File: config.mk
export PLATFORM = sky130hd
export DESIGN_NAME = pwm_scaler_multi
export DESIGN_NICKNAME = d
export VERILOG_FILES = /design/src/rtl/pwm_scaler_multi.sv
export SDC_FILE = /design/constraint.sdc
export NUM_CORES = 1
export LEC_CHECK = 0
export ABC_AREA = 0
export CORE_UTILIZATION = 58
export DETAILED_ROUTE_END_ITERATION = 7
export PLACE_DENSITY = 0.86
export SETUP_SLACK_MARGIN = 0.1
export SYNTH_ARGS = -nofsm -noshare
export SYNTH_HDL_FRONTEND = slang
export SYNTH_SLANG_ARGS = --single-unit
File: constraint.sdc
create_clock -name clk_50M -period 3.4 [get_ports clk_50M]
set_clock_uncertainty 0.05 [all_clocks]
set_input_delay 0.68 -clock clk_50M [delete_from_list [all_inputs] [get_ports clk_50M]]
set_output_delay 0.68 -clock clk_50M [all_outputs]
set_load 0.005 [all_outputs]
File: src/rtl/pwm_scaler_multi.sv
// Multi-channel PWM generator: a programmable prescaler ticks a shared period counter.
// Each channel has a double-buffered duty value that is applied only at period boundaries.
module pwm_scaler_multi #(
  parameter int unsigned DIV_W  = 16,
  parameter int unsigned CNT_W  = 8,
  parameter int unsigned NUM_CH = 4,
  parameter int unsigned CH_W   = 4
) (
  input  logic              clk_50M,
  input  logic              rst_n,
  input  logic              en,
  input  logic [DIV_W-1:0]  div_val,
  input  logic [CNT_W-1:0]  period,
  input  logic              duty_wr,
  input  logic [CH_W-1:0]   duty_ch,
  input  logic [CNT_W-1:0]  duty_val,
  output logic [NUM_CH-1:0] pwm_out,
  output logic              tick,
  output logic              period_end
);

  logic [DIV_W-1:0]  pre_cnt_q, pre_cnt_d;
  logic [CNT_W-1:0]  pwm_cnt_q, pwm_cnt_d;
  logic [CNT_W-1:0]  period_act_q, period_act_d;
  logic [CNT_W-1:0]  duty_pend_q [NUM_CH];
  logic [CNT_W-1:0]  duty_pend_d [NUM_CH];
  logic [CNT_W-1:0]  duty_act_q  [NUM_CH];
  logic [CNT_W-1:0]  duty_act_d  [NUM_CH];
  logic [NUM_CH-1:0] pwm_out_q, pwm_out_d;
  logic              tick_q, tick_d;
  logic              period_end_q, period_end_d;

  logic tick_c;
  logic wrap_c;
  logic load_c;

  // The >= test also recovers when div_val drops below the running count.
  assign tick_c = (pre_cnt_q >= div_val);
  assign wrap_c = tick_c && (pwm_cnt_q == period_act_q);

  // Prescaler and period counter; both held at zero while disabled.
  always_comb begin
    pre_cnt_d    = pre_cnt_q;
    pwm_cnt_d    = pwm_cnt_q;
    tick_d       = 1'b0;
    period_end_d = 1'b0;
    load_c       = 1'b0;
    if (!en) begin
      pre_cnt_d = '0;
      pwm_cnt_d = '0;
      load_c    = 1'b1;
    end else begin
      if (tick_c) begin
        pre_cnt_d = '0;
        tick_d    = 1'b1;
        if (wrap_c) begin
          pwm_cnt_d    = '0;
          period_end_d = 1'b1;
          load_c       = 1'b1;
        end else begin
          pwm_cnt_d = pwm_cnt_q + CNT_W'(1);
        end
      end else begin
        pre_cnt_d = pre_cnt_q + DIV_W'(1);
      end
    end
  end

  // Shadow registers; loading from the post-write pending value gives write-through.
  always_comb begin
    period_act_d = load_c ? period : period_act_q;
    for (int i = 0; i < int'(NUM_CH); i++) begin
      duty_pend_d[i] = duty_pend_q[i];
      if (duty_wr && (duty_ch == CH_W'(i))) begin
        duty_pend_d[i] = duty_val;
      end
      duty_act_d[i] = load_c ? duty_pend_d[i] : duty_act_q[i];
    end
  end

  // Output compare against the current counter, registered.
  always_comb begin
    pwm_out_d = '0;
    for (int i = 0; i < int'(NUM_CH); i++) begin
      pwm_out_d[i] = en & (pwm_cnt_q < duty_act_q[i]);
    end
  end

  always_ff @(posedge clk_50M or negedge rst_n) begin
    if (!rst_n) begin
      pre_cnt_q    <= '0;
      pwm_cnt_q    <= '0;
      period_act_q <= '0;
      pwm_out_q    <= '0;
      tick_q       <= 1'b0;
      period_end_q <= 1'b0;
      for (int i = 0; i < int'(NUM_CH); i++) begin
        duty_pend_q[i] <= '0;
        duty_act_q[i]  <= '0;
      end
    end else begin
      pre_cnt_q    <= pre_cnt_d;
      pwm_cnt_q    <= pwm_cnt_d;
      period_act_q <= period_act_d;
      pwm_out_q    <= pwm_out_d;
      tick_q       <= tick_d;
      period_end_q <= period_end_d;
      for (int i = 0; i < int'(NUM_CH); i++) begin
        duty_pend_q[i] <= duty_pend_d[i];
        duty_act_q[i]  <= duty_act_d[i];
      end
    end
  end

  assign pwm_out    = pwm_out_q;
  assign tick       = tick_q;
  assign period_end = period_end_q;

endmodule

After elaboration in Yosys (flattened, before gate mapping) --
Index checks and enable logic that the tools add are counted. W data, S select, Z words.
Storage, ports and cells: bits in registers 102, word-level logic and storage cells 51
Operators by class: order comparisons 5, multiplexer cells 15, bitwise gates (word level) 4, reduce and logical (&&, ||, !) cells 6, equality and inequality tests 5, $add $sub $neg 2
Operator list (number):
- $mux W8 | 7
- $lt A8 B8 Y1 | 4
- $mux W16 | 2
- $add A16 B1 Y16 const B | 1
- $ge A16 B16 Y1 | 1
- $add A8 B1 Y8 const B | 1
- $eq A4 B2 Y1 const B | 2
- $eq A8 B8 Y1 | 1
- $mux W1 | 6
- $logic_and A1 B1 Y1 | 5
- $and A1 B1 Y1 | 4
- $eq A4 B1 Y1 const B | 1
- $logic_not A4 Y1 | 1
- $ne A2 B1 Y1 const B | 1

Longest topological paths before layout --
Gate-level depths: netlist of run 1.
depth after elaboration 5, mapped depth 9, depth with buffers taken out 8

Worst setup path before layout of run 1 --
Ideal clock, no wire load.
path kind in2reg, start in div_val[0], end reg duty_act_q[10] in the netlist's numbering, cell stages on the path 8, arrival 2.657 ns, library setup time 0.125 ns, slack 0.568 ns, buffers on the path 1, cell sequence ha_1 -> nand2b_1 -> a2111o_1 -> a311oi_2 -> o21ai_2 -> a21o_1 -> buf_6 -> mux2_4
On the way: longest elaborated chain between the ends 5
Ends and longest elaborated chain:
- start, declared | line 12 | input logic [DIV_W-1:0] div_val,
- $ge A16 B16 Y1 * | line 38 | assign tick_c = (pre_cnt_q >= div_val);
- $logic_and A1 B1 Y1 | line 39 | assign wrap_c = tick_c && (pwm_cnt_q == period_act_q);
- $mux W1 | line 56 | if (wrap_c) begin
- $mux W1 * | line 53 | if (tick_c) begin
- $mux W1 * | line 48 | if (!en) begin
- end signal, assigned by index | line 110 | duty_act_q[i] <= duty_act_d[i];
- end, declared | line 27 | logic [CNT_W-1:0] duty_act_q [NUM_CH];
Every way passes the cells marked *; elsewhere a longest branch is shown, timed or not. A chain may end at the register's enable or synchronous reset.

Final worst setup path of run 1 --
start in div_val[0], end reg duty_act_q[13] in the netlist's numbering
The elaborated chain is that of the path after synthesis.

==> impl_results.md, run 1 <==
- H-tree Lvls: 3
- Main synth FF type: dfrtp_1
- Hold slack: 0.350 ns
- Mapped Cells: 437
- Reg clk slew, reported paths: 0.10 ns
- Final GP Congestion: 0.788
- Fmax: 346 MHz
- Pwr/cell area: 471 mW/mm2
- Clk buf depth: 2
- Cell variety after synth: 39
- # IOs: 46
- Critical path type: input pin to register
- Async SR Flop Fraction: 100%
- Number of synthesized flops with an enable pin: 0
- Area growth, synth to finish: 15.1%
- Via count: 3432
- Sequential area share after synthesis: 47.9%
- Max-Cap Viols: 0
- Slew @ Worst Pin: 0.829 ns
- Grt total ovfl: 0
- Full die area: 0.00957 mm2
- Yosys top cell area share: 47.9%
- Initial core utilization: 60.5%
- DR vias/cell: 5.65
- Top cells by area, synth: dfrtp_1, mux2_4, ha_1
- Register-to-Register Setup Slack: 0.75 ns
- Layout cells sized above 1: 20.2%
- Synth warn: 0
- Syn Area/Cell: 12.2 um2
- Post-Syn Nets: 523
- Post-synthesis compound-gate area fraction: 7.94%
- Wire length per cell: 16.6 um
- Commonest non-fill, non-tap cell in the layout: dfrtp_1
- Setup crit start kind: input pin
- Gr usage total: 23.1%
- VDD IR max: 372 uV
- Clock Sinks: 102
- Most frequent cells in the layout: dfrtp_1, inv_1, ha_1, clkdlybuf4s50_1, mux2_4
- Run status: finished, violations left
- Clk_lat worst skew: 0.38 ns
- Failing checks: DRC
- CP Data Arrival Time: 3.11 ns
- Starting DRT DRC Count: 93
- ANT cells: 0
- Post-Synth XOR/XNOR Area: 3.29%
- RSZ-0062 raised after global routing: no
- WL final: 10000 um
- Global-route wire length before repair: 17100 um
- Worst Path Required: 3.62 ns
- DRT antenna net count: 0
- LEAKAGE: 3.03 nW
- Setup TNS: 0 ns
- Fillers: 597
- Post-Synth Simple-Gate Area: 7.23%
- Max Slew Vio Count: 0
- Post-route DRC: 12
- Final hold violation count: 0
- Die width: 97.9 um
- Largest family of logic cells by synthesized area: multiplexers
- Root buf cell: clkbuf_8
- Core Area: 0.00881 mm2
- Reg2reg start: pre_cnt_q[0]$_DFF_PN0_
- CTS tree: built
- Largest net degree at the start of global routing: 69
- Total CTS buffers: 9
- Adder-Cell Fraction of Synth Area: 10.8%
- Initial antenna violation count: 0
- Post-CTS sizing: 0
- Final setup viols: 0
- Row count: 34
- Hold_buf cts: 0
- Min-delay worst type: input pin to asynchronous set/reset pin
- Part of the cycle the worst path needs: 85.1%
- Largest area contributor in the netlist: dfrtp_1
- DR pass1 iterations: 8
- Post-Syn Area: 0.00533 mm2
- Yosys reg bits: 102
- FF-to-FF path depth: 9
- Post-synthesis mux area share: 18.3%
- Nets: 581
- Reg2reg end: duty_act_q[13]$_DFFE_PN0P_
- DP HPWL: 7490 um
- Port buffer count: 45
- Number of setup buffers added after CTS: 0
- Nature of the critical path endpoint: register
- Crit-path max FO: 21
- Die height: 97.9 um
- Vias in the first global route: 3677
- Max_slew headroom: 44.7%
- Min cycle time layout: 2.89 ns
-- synthesized netlist by cell type, types with 6 or more instances --
library cell and number:
a21o_1 9, a21oi_1 10, dfrtp_1 102, ha_1 46, inv_1 49, mux2_2 33, mux2_4 39, nand2_1 13
nand2b_1 6, nand3_1 9, nand4_1 6, nor2_1 26, o21a_1 8, o21ai_0 10, xnor2_1 11, xor2_1 9
-- worst max path at each step --
stage                                 endpoint  startpoint
detailed placement  duty_act_q[21]$_DFFE_PN0P_  div_val[0]
global placement     duty_act_q[5]$_DFFE_PN0P_  div_val[0]
floorplan           duty_act_q[10]$_DFFE_PN0P_  div_val[0]
CTS                 duty_act_q[13]$_DFFE_PN0P_  div_val[0]
finish              duty_act_q[13]$_DFFE_PN0P_  div_val[0]
global route        duty_act_q[13]$_DFFE_PN0P_  div_val[0]
-- area by class of cell --
type,instances,area [um2],share of cell area [%]
multi-input combinational,279,2540,41.4
tap,108,135,2.20
clock inverter,5,43.8,0.714
timing repair buffer,54,541,8.82
sequential,102,2550,41.6
clock buffer,10,138,2.24
inverter,49,184,3.00
-- flip-flops by register name, summed over array words and instances, names as in the netlist --
name,flops
duty_pend_q,32
pwm_out,4
pwm_cnt_q,8
period_end,1
duty_act_q,32
pre_cnt_q,16
period_act_q,8
tick,1
-- stage by stage --
step	power (mW)	utilization (%)	cells	instance area [um2]	worst slack, ns
2_1_floorplan	1.97	-	437	5330	0.568
3_3_place_gp	2.13	67.6	592	5950	0.129
3_5_place_dp	2.19	67.6	592	5950	0.111
4_1_cts	2.91	69.6	607	6130	0.516
5_1_grt	3.04	69.6	607	6130	0.427
6_report	2.89	69.6	607	6130	0.508
-- logic make-up (layout without fill, tap and decap cells) --
kind of cell               count (synthesis)  in the layout
AOI/OAI and AO/OA                         61             61
xor gates and xnor gates                  20             20
and+or+nand+nor                           78             78
adders and majority gates                 46             46
buffers and inverters                     56            118
DFF                                      102            102
muxes                                     74             74
-- metal layers --
metal	vias up	global-route usage, %	routed length, um
li1	1634	-	-
met1	1726	30.1	4580
met2	54	38.0	4930
met3	18	5.65	379
met4	0	7.93	160
met5	-	0	0
-- critical path, stage by stage --
cell	delay, ns
clkdlybuf4s50_1	0.40
ha_1	0.28
nand2b_1	0.14
a2111o_1	0.42
a311oi_2	0.35
o21ai_2	0.09
a21o_2	0.24
buf_12	0.18
mux2_4	0.31
-- power by group --
part           switching, mW  internal [mW]  total, mW  leakage [nW]
sequential             0.110           1.42       1.53          1.29
combinational          0.249          0.378      0.627          1.66
clock                  0.436          0.291      0.727        0.0869
Note: power is estimated with default switching activity, not from simulation.
==> run 2: changes to the inputs <==
Settings changed: CORE_UTILIZATION 58 to 60, CTS_BUF_LIST set to sky130_fd_sc_hd__clkbuf_2, PLACE_DENSITY 0.86 to 0.88.
==> run 2 against run 1 <==
Net effect: the flow now finishes without violations; routed wire length hardly changed; register-to-register slack about the same; maximum frequency increased by 5.9%; core utilization increased by 0.39 points; final cell count increased by 0.16%; sequential power about the same; clock power fell by 23%; combinational power grew 1%; critical path depth is 1 lower; hold slack gained 0.13 ns; highest routed layer unchanged.
==> impl_results.md, run 2 (synthesized netlist as in run 1, its figures left out) <==
- Register-to-Register Setup Slack: 0.74 ns (about the same)
- RSZ-0062 raised after global routing: no
- ANT cells: 0 (unchanged)
- CTS tree: built
- Area of the multi-input gates: 0.00254 mm2 (unchanged)
- Min-delay worst type: register to register
- Number of setup buffers added after CTS: 0 (unchanged)
- Register Area: 0.00255 mm2 (unchanged)
- DR vias/cell: 5.64 (-0.25%)
- Fillers: 586 (-1.8%)
- Slew @ Worst Pin: 0.613 ns (-0.217 ns)
- Part of the cycle the worst path needs: 80.3% (-4.8 points)
- # IOs: 46 (unchanged)
- Post-CTS sizing: 0 (unchanged)
- Core Area: 0.00868 mm2 (-1.4%)
- Gr usage total: 24.0% (+0.85 points)
- Fmax: 366 MHz (+5.9%)
- Vias in the first global route: 3576 (-2.7%)
- Reg2reg end: duty_act_q[23]$_DFFE_PN0P_
- FF-to-FF path depth: 9 (unchanged)
- Commonest non-fill, non-tap cell in the layout: dfrtp_1
- Initial antenna violation count: 0 (unchanged)
- Hold_buf cts: 1 (+1)
- Clock Sinks: 102 (unchanged)
- Clk_lat worst skew: 0.56 ns (+0.18 ns)
- M1 wire length: 4480 um (-2.1%)
- Grt total ovfl: 0 (unchanged)
- Setup WS post-layout: 0.670 ns (+0.162 ns)
- Nets: 581 (unchanged)
- Worst hold start: duty_pend_q[18]$_DFF_PN0_
- Area growth, synth to finish: 14.0%
- Global-route wire length before repair: 16500 um (-3.9%)
- VDD IR max: 317 uV (-15%)
- DRT antenna net count: 0 (unchanged)
- Initial core utilization: 61.4% (+0.89 points)
- Max Used Layer: met4
- Hold slack: 0.476 ns (+0.127 ns)
- LEAKAGE: 3.02 nW (-0.30%)
- Final hold violation count: 0 (unchanged)
- Most frequent cells in the layout: dfrtp_1, inv_1, ha_1, clkdlybuf4s50_1, mux2_4
- Min cycle time layout: 2.73 ns (-0.162 ns)
- Final setup viols: 0 (unchanged)
- DR pass1 iterations: 4 (-4)
- Crit path from: div_val[15]
- Reg clk slew, reported paths: 0.23 ns (+0.13 ns)
- Critical path type: input pin to register
- Hold path cells: 1
- Met2 Wirelength: 5030 um (+1.9%)
- Final GP Congestion: 0.758 (-3.7%)
- Pre-CTS setup slack: 0.0796 ns (-0.0310 ns)
- Max_slew headroom: 59.0% (+14 points)
- Run status: complete, no violations
- Setup TNS: 0 ns (unchanged)
- Crit-path max FO: 10 (-52%)
- Hold worst-path end: duty_pend_q[18]$_DFF_PN0_
- Nature of the critical path endpoint: register
- Starting DRT DRC Count: 119 (+28%)
- Post-route DRC: 0 (-12)
- Wire length per cell: 16.5 um (-0.25%)
- Root buf cell: clkbuf_2
- Die width: 96.2 um (-1.6%)
- Max-Cap Viols: 0 (unchanged)
- WL final: 10000 um (about the same)
- Worst Path Required: 3.85 ns (+0.23 ns)
- Reg2reg start: pre_cnt_q[0]$_DFF_PN0_
- Port buffer count: 45 (unchanged)
- Max Slew Vio Count: 0 (unchanged)
- Largest net degree at the start of global routing: 58 (-16%)
- Pwr/cell area: 448 mW/mm2 (-5.0%)
- CP Data Arrival Time: 3.18 ns (+0.07 ns)
- Row count: 34 (unchanged)
- Total CTS buffers: 9 (unchanged)
- Met3 routed WL: 331 um (-13%)
- Layout cells sized above 1: 20.0% (-0.24 points)
- Setup crit start kind: input pin
- DP HPWL: 7640 um (+2.0%)
- H-tree Lvls: 3 (unchanged)
- Final Util: 70.0% (+0.39 points)
- Die height: 96.2 um (-1.6%)
- Via count: 3429 (-0.087%)
- Top flop regs: duty_act_q (32), duty_pend_q (32), pre_cnt_q (16)
- Full die area: 0.00926 mm2 (-3.3%)
- Clk buf depth: 2 (unchanged)
## run 2: area by class of cell
| class | count | area share (%) |
|---|---|---|
| timing repair buffer | 54 | 9.14 |
| sequential | 102 | 42.0 |
| clock inverter | 6 | 1.01 |
| tap | 108 | 2.22 |
| clock buffer | 10 | 0.824 |
| multi-input combinational | 279 | 41.8 |
| inverter | 49 | 3.03 |
## run 2: worst max path at each step
stage	endpoint	slack (ns)	cells past startpoint
4_1_cts	pwm_cnt_q[7]$_DFFE_PN0P_	0.71	8
2_1_floorplan	duty_act_q[10]$_DFFE_PN0P_	0.57	8
3_3_place_gp	duty_act_q[12]$_DFFE_PN0P_	0.12	9
6_report	pwm_cnt_q[7]$_DFFE_PN0P_	0.67	8
5_1_grt	duty_act_q[23]$_DFFE_PN0P_	0.62	9
3_5_place_dp	pwm_cnt_q[7]$_DFFE_PN0P_	0.08	8
## run 2: stage by stage
step / power, mW / instances / instance area, um2
4_1_cts: 2.75 / 608 / 6080
3_5_place_dp: 2.19 / 591 / 5950
2_1_floorplan: 1.97 / 437 / 5330
5_1_grt: 2.88 / 608 / 6080
6_report: 2.72 / 608 / 6080
3_3_place_gp: 2.13 / 591 / 5950
## run 2: where the power goes
part	leakage (nW)	switching (mW)	internal, mW
Clock	0.0737	0.384	0.172
Sequential	1.29	0.105	1.42
Combinational	1.66	0.254	0.380
Total	3.02	0.744	1.97
## run 2: worst max-delay path: stages
cell and delay [ns]:
clkdlybuf4s50_1 0.45, inv_1 0.04, ha_1 0.30, nand4_1 0.12, or3_1 0.47, o211a_1 0.38, or4_1 0.55, a21oi_1 0.17
## run 2: routing by layer
metal,global-route usage [%],up-vias
met3,5.92,21
met1,30.1,1718
met4,7.84,0
met5,0,-
li1,-,1631
met2,40.5,59
